## config.mk

```make
export PLATFORM = sky130hd
export DESIGN_NAME = mc_ctrl
export DESIGN_NICKNAME = d
export VERILOG_FILES = /design/src/rtl/mc_ctrl.sv
export SDC_FILE = /design/constraint.sdc
export NUM_CORES = 1
export LEC_CHECK = 0
export ABC_AREA = 1
export CAP_MARGIN = 15
export CELL_PAD_IN_SITES_DETAIL_PLACEMENT = 0
export CELL_PAD_IN_SITES_GLOBAL_PLACEMENT = 1
export CORE_ASPECT_RATIO = 1.5
export CORE_MARGIN = 4
export CORE_UTILIZATION = 35
export CTS_BUF_LIST = sky130_fd_sc_hd__clkbuf_16
export DETAILED_ROUTE_END_ITERATION = 6
export PLACE_DENSITY_LB_ADDON = 0.1
export SLEW_MARGIN = 20
export SYNTH_ARGS = -nofsm -noshare
export SYNTH_HDL_FRONTEND = slang
export SYNTH_SLANG_ARGS = --single-unit
```

## constraint.sdc

```tcl
create_clock -name clk -period 2.01 [get_ports clk]
set_clock_uncertainty 0.15 [all_clocks]
set_input_delay 0.3015 -clock clk [delete_from_list [all_inputs] [get_ports clk]]
set_output_delay 0.3015 -clock clk [all_outputs]
set_load 0.03 [all_outputs]
```

## src/rtl/mc_ctrl.sv

```systemverilog
// Multi-cycle controller for the RV32I-subset CPU: sequences FETCH/DECODE/EXEC/MEM/WB
// over one shared datapath, waits on imem/dmem acks, counts retirements, halts on faults.
module mc_ctrl #(
  parameter int CNT_W       = 32,
  parameter int MEM_TIMEOUT = 16
) (
  input  logic             clk,
  input  logic             rstn,
  input  logic [6:0]       Op,
  input  logic [6:0]       Funct7,
  input  logic [2:0]       Funct3,
  input  logic             Zero,
  input  logic             imem_ack,
  input  logic             dmem_ack,
  output logic             imem_req,
  output logic             dmem_req,
  output logic             IRWrite,
  output logic             PCWrite,
  output logic             RegWrite,
  output logic             MemWrite,
  output logic             ALUSrc,
  output logic [4:0]       ALUOp,
  output logic [5:0]       EXTOp,
  output logic [2:0]       NPCOp,
  output logic [1:0]       WDSel,
  output logic             retire,
  output logic [CNT_W-1:0] instret,
  output logic             halted,
  output logic [1:0]       cause
);
  localparam int TW = $clog2(MEM_TIMEOUT + 2);
  localparam logic [TW-1:0] TLIM = TW'(MEM_TIMEOUT);

  localparam logic [4:0] ALU_NOP = 5'b00000, ALU_LUI = 5'b00001, ALU_ADD = 5'b00011,
                         ALU_SUB = 5'b00100, ALU_XOR = 5'b01100, ALU_OR  = 5'b01101,
                         ALU_AND = 5'b01110, ALU_SLL = 5'b01111, ALU_SRL = 5'b10000,
                         ALU_SRA = 5'b10001, ALU_SLT = 5'b01010, ALU_SLTU = 5'b01011;
  localparam logic [5:0] EXT_SH = 6'b100000, EXT_I = 6'b010000, EXT_S = 6'b001000,
                         EXT_B  = 6'b000100, EXT_U = 6'b000010, EXT_J = 6'b000001;
  localparam logic [2:0] NPC_P4 = 3'b000, NPC_BR = 3'b001, NPC_JMP = 3'b010;
  localparam logic [1:0] WD_ALU = 2'b00, WD_MEM = 2'b01, WD_PC = 2'b10;

  typedef enum logic [2:0] {S_FETCH, S_DECODE, S_EXEC, S_MEM, S_WB, S_HALT} state_t;
  typedef enum logic [2:0] {C_R, C_IALU, C_LUI, C_LOAD, C_STORE, C_BEQ, C_JAL, C_ILL} cls_t;

  state_t           r_state, w_nstate;
  cls_t             r_cls, w_cls;
  logic [TW-1:0]    r_tcnt, w_tinc;
  logic [CNT_W-1:0] r_instret;
  logic [1:0]       r_cause, w_ncause;
  logic             w_wait, w_tmo;
  logic [4:0]       w_c_alu, w_aluop;
  logic             w_c_src, w_alusrc;
  logic [5:0]       w_c_ext, w_extop;
  logic             w_imem_req, w_dmem_req, w_irwrite, w_pcwrite, w_regwrite, w_memwrite, w_retire;
  logic [2:0]       w_npcop;
  logic [1:0]       w_wdsel;

  // Instruction class from the IR fields; anything outside the legal set is C_ILL.
  always_comb begin
    w_cls = C_ILL;
    case (Op)
      7'b0110011: if (Funct7 == 7'b0000000 ||
                      (Funct7 == 7'b0100000 && (Funct3 == 3'b000 || Funct3 == 3'b101))) w_cls = C_R;
      7'b0010011: if (Funct3 == 3'b000 || Funct3 == 3'b100 || Funct3 == 3'b110 || Funct3 == 3'b111 ||
                      (Funct3 == 3'b101 && Funct7 == 7'b0000000)) w_cls = C_IALU;
      7'b0110111: w_cls = C_LUI;
      7'b0000011: if (Funct3 == 3'b010) w_cls = C_LOAD;
      7'b0100011: if (Funct3 == 3'b010) w_cls = C_STORE;
      7'b1100011: if (Funct3 == 3'b000) w_cls = C_BEQ;
      7'b1101111: w_cls = C_JAL;
      default: ;
    endcase
  end

  // ALU/immediate controls for the latched class; the IR stays stable so funct fields are live.
  always_comb begin
    w_c_alu = ALU_NOP;
    w_c_src = 1'b0;
    w_c_ext = '0;
    case (r_cls)
      C_R: begin
        case (Funct3)
          3'b000:  w_c_alu = Funct7[5] ? ALU_SUB : ALU_ADD;
          3'b001:  w_c_alu = ALU_SLL;
          3'b010:  w_c_alu = ALU_SLT;
          3'b011:  w_c_alu = ALU_SLTU;
          3'b100:  w_c_alu = ALU_XOR;
          3'b101:  w_c_alu = Funct7[5] ? ALU_SRA : ALU_SRL;
          3'b110:  w_c_alu = ALU_OR;
          default: w_c_alu = ALU_AND;
        endcase
      end
      C_IALU: begin
        w_c_src = 1'b1;
        w_c_ext = EXT_I;
        case (Funct3)
          3'b000:  w_c_alu = ALU_ADD;
          3'b100:  w_c_alu = ALU_XOR;
          3'b110:  w_c_alu = ALU_OR;
          3'b111:  w_c_alu = ALU_AND;
          3'b101:  begin w_c_alu = ALU_SRL; w_c_ext = EXT_SH; end
          default: ;
        endcase
      end
      C_LUI:   begin w_c_alu = ALU_LUI; w_c_src = 1'b1; w_c_ext = EXT_U; end
      C_LOAD:  begin w_c_alu = ALU_ADD; w_c_src = 1'b1; w_c_ext = EXT_I; end
      C_STORE: begin w_c_alu = ALU_ADD; w_c_src = 1'b1; w_c_ext = EXT_S; end
      C_BEQ:   begin w_c_alu = ALU_SUB; w_c_ext = EXT_B; end
      C_JAL:   w_c_ext = EXT_J;
      default: ;
    endcase
  end

  assign w_tinc = r_tcnt + TW'(1);
  assign w_wait = (r_state == S_FETCH && !imem_ack) || (r_state == S_MEM && !dmem_ack);
  assign w_tmo  = (MEM_TIMEOUT != 0) && w_wait && (w_tinc == TLIM);

  always_comb begin
    w_nstate   = r_state;
    w_ncause   = r_cause;
    w_imem_req = 1'b0;
    w_dmem_req = 1'b0;
    w_irwrite  = 1'b0;
    w_pcwrite  = 1'b0;
    w_regwrite = 1'b0;
    w_memwrite = 1'b0;
    w_retire   = 1'b0;
    w_aluop    = ALU_NOP;
    w_alusrc   = 1'b0;
    w_extop    = '0;
    w_npcop    = NPC_P4;
    w_wdsel    = WD_ALU;
    case (r_state)
      S_FETCH: begin
        w_imem_req = 1'b1;
        if (imem_ack) begin
          w_irwrite = 1'b1;
          w_nstate  = S_DECODE;
        end else if (w_tmo) begin
          w_nstate = S_HALT;
          w_ncause = 2'b10;
        end
      end
      S_DECODE: begin
        if (w_cls == C_ILL) begin
          w_nstate = S_HALT;
          w_ncause = 2'b01;
        end else begin
          w_nstate = S_EXEC;
        end
      end
      S_EXEC: begin
        w_aluop  = w_c_alu;
        w_alusrc = w_c_src;
        w_extop  = w_c_ext;
        if (r_cls == C_BEQ) begin
          w_pcwrite = 1'b1;
          w_npcop   = Zero ? NPC_BR : NPC_P4;
          w_retire  = 1'b1;
          w_nstate  = S_FETCH;
        end else if (r_cls == C_LOAD || r_cls == C_STORE) begin
          w_nstate = S_MEM;
        end else begin
          w_nstate = S_WB;
        end
      end
      S_MEM: begin
        w_aluop    = w_c_alu;
        w_alusrc   = w_c_src;
        w_extop    = w_c_ext;
        w_dmem_req = 1'b1;
        w_memwrite = (r_cls == C_STORE);
        if (dmem_ack) begin
          if (r_cls == C_STORE) begin
            w_pcwrite = 1'b1;
            w_retire  = 1'b1;
            w_nstate  = S_FETCH;
          end else begin
            w_nstate = S_WB;
          end
        end else if (w_tmo) begin
          w_nstate = S_HALT;
          w_ncause = 2'b10;
        end
      end
      S_WB: begin
        w_aluop    = w_c_alu;
        w_alusrc   = w_c_src;
        w_extop    = w_c_ext;
        w_regwrite = 1'b1;
        w_pcwrite  = 1'b1;
        w_retire   = 1'b1;
        w_wdsel    = (r_cls == C_LOAD) ? WD_MEM : (r_cls == C_JAL) ? WD_PC : WD_ALU;
        w_npcop    = (r_cls == C_JAL) ? NPC_JMP : NPC_P4;
        w_nstate   = S_FETCH;
      end
      S_HALT: ;
      default: w_nstate = S_FETCH;
    endcase
  end

  always_ff @(posedge clk) begin
    if (!rstn) begin
      r_state   <= S_FETCH;
      r_cls     <= C_ILL;
      r_tcnt    <= '0;
      r_instret <= '0;
      r_cause   <= 2'b00;
    end else begin
      r_state <= w_nstate;
      r_cause <= w_ncause;
      r_tcnt  <= (w_wait && !w_tmo) ? w_tinc : '0;
      if (r_state == S_DECODE) r_cls <= w_cls;
      if (w_retire) r_instret <= r_instret + CNT_W'(1);
    end
  end

  // Everything is held low while reset is asserted so no partial write can escape.
  assign imem_req = rstn & w_imem_req;
  assign dmem_req = rstn & w_dmem_req;
  assign IRWrite  = rstn & w_irwrite;
  assign PCWrite  = rstn & w_pcwrite;
  assign RegWrite = rstn & w_regwrite;
  assign MemWrite = rstn & w_memwrite;
  assign ALUSrc   = rstn & w_alusrc;
  assign retire   = rstn & w_retire;
  assign halted   = rstn & (r_state == S_HALT);
  assign ALUOp    = rstn ? w_aluop   : '0;
  assign EXTOp    = rstn ? w_extop   : '0;
  assign NPCOp    = rstn ? w_npcop   : '0;
  assign WDSel    = rstn ? w_wdsel   : '0;
  assign instret  = rstn ? r_instret : '0;
  assign cause    = rstn ? r_cause   : '0;
endmodule

```

== Word level (Yosys, flattened, before mapping) ==
Cells that the tools add are included.
Widths: inputs -> output; s select.

* Output and inout port bits: 59
* Register bits after elaboration: 45

* Bitwise operators: 8
* Equal/unequal tests: 31
* Multiplexer cells: 53
* Reductions and logical operators: 27
* $add $sub $neg: 2

{| class="wikitable"
|+ Operators by type and width
! cell !! count
|-
| $pmux 5 s5 || 2
|-
| $mux 3 || 12
|-
| $pmux 6 s6 || 1
|-
| $pmux 5 s7 || 1
|-
| $add 32x1->32 const B || 1
|-
| $mux 32 || 1
|-
| $eq 3x3->1 const B || 10
|-
| $eq 7x6->1 const B || 4
|-
| $mux 2 || 12
|-
| $pmux 3 s7 || 1
|-
| $eq 3x2->1 const B || 6
|-
| $mux 6 || 3
|-
| $pmux 3 s5 || 1
|-
| $eq 7x7->1 const B || 2
|-
| $mux 1 || 14
|-
| $mux 5 || 2
|-
| $eq 3x1->1 const B || 3
|-
| $logic_not 3->1 || 3
|-
| $and 1x1->1 || 8
|-
| $logic_or 1x1->1 || 8
|-
| $eq 7x2->1 const B || 1
|-
| $eq 7x5->1 const B || 1
|-
| $logic_not 7->1 || 1
|-
| $logic_and 1x1->1 || 6
|-
| 13 further kinds || 17
|}

== Depth between registers and ports, before layout ==
* Word-level depth: 10
* Gate-level depth with buffers: 13
* Mapped depth without buffers: 13

== Least setup slack after synthesis ==
OpenSTA, ideal clock, no wires.

* Path kind: register to output
* Start point: register r_state[0]
* End point: output EXTOp[1]
* Arrival time: 1.911 ns
* Setup slack: -0.352 ns
* Stages on the path, launching flop included: 8
* Path through: dfxtp_1 > inv_1 > nand2_1 > nor2_1 > inv_1 > nand3_1 > nand2_2 > nor4_1

* Cells in the longest elaborated chain, start to end: 4
* Elaborated cells between the ends (all ways): 6
* Classes of those cells: eq/ne: 3; mux: 2; reduce/logical: 1

{| class="wikitable"
|+ RTL lines
! item !! line !! text
|-
| from (decl) || 46 || <nowiki>state_t r_state, w_nstate;</nowiki>
|-
| from (signal assigned) || 211 || <nowiki>r_state <= w_nstate;</nowiki>
|-
| $eq 3x2->1 or $eq 3x3->1 (tied branches) || 134 || <nowiki>case (r_state)</nowiki>
|-
| $reduce_or 3->1 (no source line) (*) || -- ||
|-
| $mux 6 (*) || 134 ||
|-
| $mux 6 (*) || 230 || <nowiki>assign EXTOp = rstn ? w_extop : '0;</nowiki>
|-
| to (decl) || 23 || <nowiki>output logic [5:0] EXTOp,</nowiki>
|}

Every way passes the cells marked *; elsewhere a longest branch is shown, timed or not.

== Worst setup path after layout ==
* Start point: register r_state[1]
* End point: output ALUOp[1]

* Cells in the longest elaborated chain, start to end: 4
* Elaborated cells between the ends (all ways): 6
* Classes of those cells: eq/ne: 3; mux: 2; reduce/logical: 1

{| class="wikitable"
|+ RTL lines
! item !! line !! text
|-
| $eq 3x2->1 or $eq 3x3->1 (tied branches) || 134 ||
|-
| $reduce_or 3->1 (no source line) (*) || -- ||
|-
| $mux 5 (*) || 134 ||
|-
| $mux 5 (*) || 229 || <nowiki>assign ALUOp = rstn ? w_aluop : '0;</nowiki>
|-
| to (decl) || 22 || <nowiki>output logic [4:0] ALUOp,</nowiki>
|}

Marks and branches as above.

==> out/metrics.cfg <==
[global_route]
antenna_found_initial = 0
grt_pass1_vias = 4041
grt_pass1_wl_um = 18290
grt_max_degree = 54
overflow = 0
grt_usage_pct = 18.51

[power]
p_seq_share_pct = 32.7
p_int_mw = 1.946
swShare_pct = 38.00
p_per_area_nw_per_um2 = 617.1
p_total_mw = 3.139
combPwrFrac_pct = 39.9
peakVddDrop_uv = 386.1
p_sw_mw = 1.193
clockPowerShare_pct = 27.3
p_leak_nw = 2.424

[setup_path]
crit_path_start = r_state[1]
r2r_setup_slack_ns = 0.17
endpoint_kind = output pin
path_max_fanout = 5
reg2reg_to = r_state[0]
reg2reg_depth = 10
worst_ep_required_time_ns = 1.56
arrival_ns = 1.62
critPathKind = reg -> out
setup.worst_path.start_class = register
rr_startpoint = r_state[1]

[logic_synthesis]
synth.distinct_cells = 43
synthCells = 592
yosysSeqAreaShare_pct = 25.38
ys_ff_latch = 45
netlist_area_um2 = 3550
ys_async_sr_fraction_pct = 0
avgSynthCellArea_um2 = 5.996
ys.warnings.count = 0
synth_nets = 617
synth_ff_type = dfxtp_1
synth_edf_count = 0

[route]
drtAntennaViolNets = 0
routed_wirelength_um = 11160
wl_met2_um = 6460
vias = 4024
wire_per_inst_um = 13.43
dr.first_iter.drc_count = 102
highest_layer = met4
via_per_inst = 4.842
drcViolationCount = 0
dr_wl_met3_um = 294
wl_met1_um = 4073
dr.pass1.iters = 4

[timing]
hold_violations = 0
setup_viol = 6
fmax_mhz = 481.9
period_minus_slack_ns = 2.075
layout_worst_path_cycle_share_pct = 103.2
rsz0062_at_grt = true
setup_ws_ns = -0.06507
final-max-slew-violation-count = 0

[cts]
clock_sinks = 45
clkTransAtPathRegs_ns = 0.07
clock_latency_ns = 0.29
cts-buffers-inserted = 5
clockRootBuffer = clkbuf_16
htree_levels = 2
cts_tree = yes
cts_buffer_depth = 2
ctsHoldBuffers = 0

[final_layout]
area_growth_pct = 43.29
design_area_um2 = 5086
most-common-layout-cells = nand2_1 (157), buf_4 (104), inv_1 (80)
num-fill-cells = 1042
drive_gt1_share_pct = 31.01
fin_nets = 740
num_antenna_cells = 0
mostFrequentLayoutCell = nand2_1

[floorplan]
fp-row-count = 44
io_pins = 81
fp.dieW_um = 90.23
die-area_um2 = 11850
core_area_um2 = 9799
die-height_um = 131.3
start_util_pct = 36.22

[min_path]
hp-class = reg -> reg
hold_path_end = r_tcnt[0]
hold_depth = 1
min_from = r_tcnt[0]

[flow_run]
maxCapViolCount = 0

[place]
place_area_um2 = 4536
dp_hpwl_um = 8706
numPortBuffers = 79
gp_congestion = 0.8819

[status]
status = complete, but fails checks
violations = negative setup slack

## layout make-up
class,count,area [µm²],share of cell area [%]
clock inverters,3,26.28,0.5166
repair buffers,132,1072,21.08
flip-flops and latches,45,914.6,17.98
multi-input cells,433,2415,47.48
well taps,115,143.9,2.829
clock buffers,5,125.1,2.460
repair inverters,1,7.507,0.1476
inverters,97,381.6,7.503
## cells by family after synthesis
family / after synthesis / synth area share, %
AOI/OAI and AO/OA: 68 / 10.43
xor gates and xnor gates: 20 / 4.935
adders and majority gates: 3 / 1.058
buffers and inverters: 115 / 13.25
DFF: 45 / 25.38
other: 1 / 0.1056
and+or+nand+nor: 340 / 44.84
## timing repair
action                                  4_1_cts  5_1_grt
endpoints found under the setup margin       18       23
setup buffers                                 8        9
gates cloned                                  1        1
resized for setup                            43       44
pin swaps                                     7       15
## metal layers
layer | up-vias | track usage, %
li1 | 2105 | -
met1 | 1826 | 17.39
met2 | 73 | 38.38
met3 | 20 | 2.975
met4 | 0 | 7.411
met5 | - | 0
## worst max-delay path by stage
stage | end | slack [ns] | depth (start not counted)
floorplan | WDSel[0] | -0.12 | 5
global placement | r_state[0] | -0.21 | 12
finish | ALUOp[1] | -0.07 | 7
CTS | ALUSrc | -0.04 | 10
detailed placement | r_state[0] | -0.29 | 13
global route | ALUOp[0] | -0.17 | 10
## state kept, by name, summed over array words and instances (netlist names)
register   flops
r_tcnt         5
r_state        3
r_cls          3
r_cause        2
r_instret     32
## metrics by stage
| step | TNS (ns) | hold WS [ns] | instances | setup WS, ns | util [%] |
|---|---|---|---|---|---|
| 2_1_floorplan | -0.5268 | 0.2834 | 592 | -0.1185 | - |
| 3_3_place_gp | -1.807 | 0.2973 | 804 | -0.2071 | 46.28 |
| 3_5_place_dp | -2.466 | 0.3287 | 804 | -0.2853 | 46.28 |
| 4_1_cts | -0.1252 | 0.3412 | 821 | -0.04316 | 49.72 |
| 5_1_grt | -1.370 | 0.3605 | 831 | -0.1737 | 51.90 |
| 6_report | -0.2154 | 0.3334 | 831 | -0.06507 | 51.90 |
## power groups by stage
stage | registers (mW) | clock network, mW | logic (mW)
after detailed placement | 1.02 | 0 | 0.976
after global placement | 1.02 | 0 | 0.972
after floorplan | 1.01 | 0 | 0.610
after global routing | 1.04 | 0.918 | 1.36
after CTS | 1.02 | 0.883 | 1.12
final | 1.03 | 0.858 | 1.25
## worst max-delay path, stage by stage (launching register included)
cell and delay [ns]:
dfxtp_4 0.39, inv_4 0.05, nor3_4 0.22, inv_2 0.09
nand3_4 0.09, o211ai_1 0.15, a21oi_2 0.17, buf_6 0.15
## synthesized netlist by cell type (12+ instances only)
| cell | n | share of area (%) |
|---|---|---|
| nor3_1 | 23 | 3.2 |
| a21oi_1 | 38 | 5.4 |
| nor3_2 | 12 | 3.4 |
| o21ai_0 | 18 | 2.5 |
| nand2_1 | 160 | 17 |
| nand3_1 | 27 | 3.8 |
| nor2_1 | 75 | 7.9 |
| inv_1 | 88 | 9.3 |
| dfxtp_1 | 45 | 25 |
Note: power is estimated with default switching activity, not from simulation.
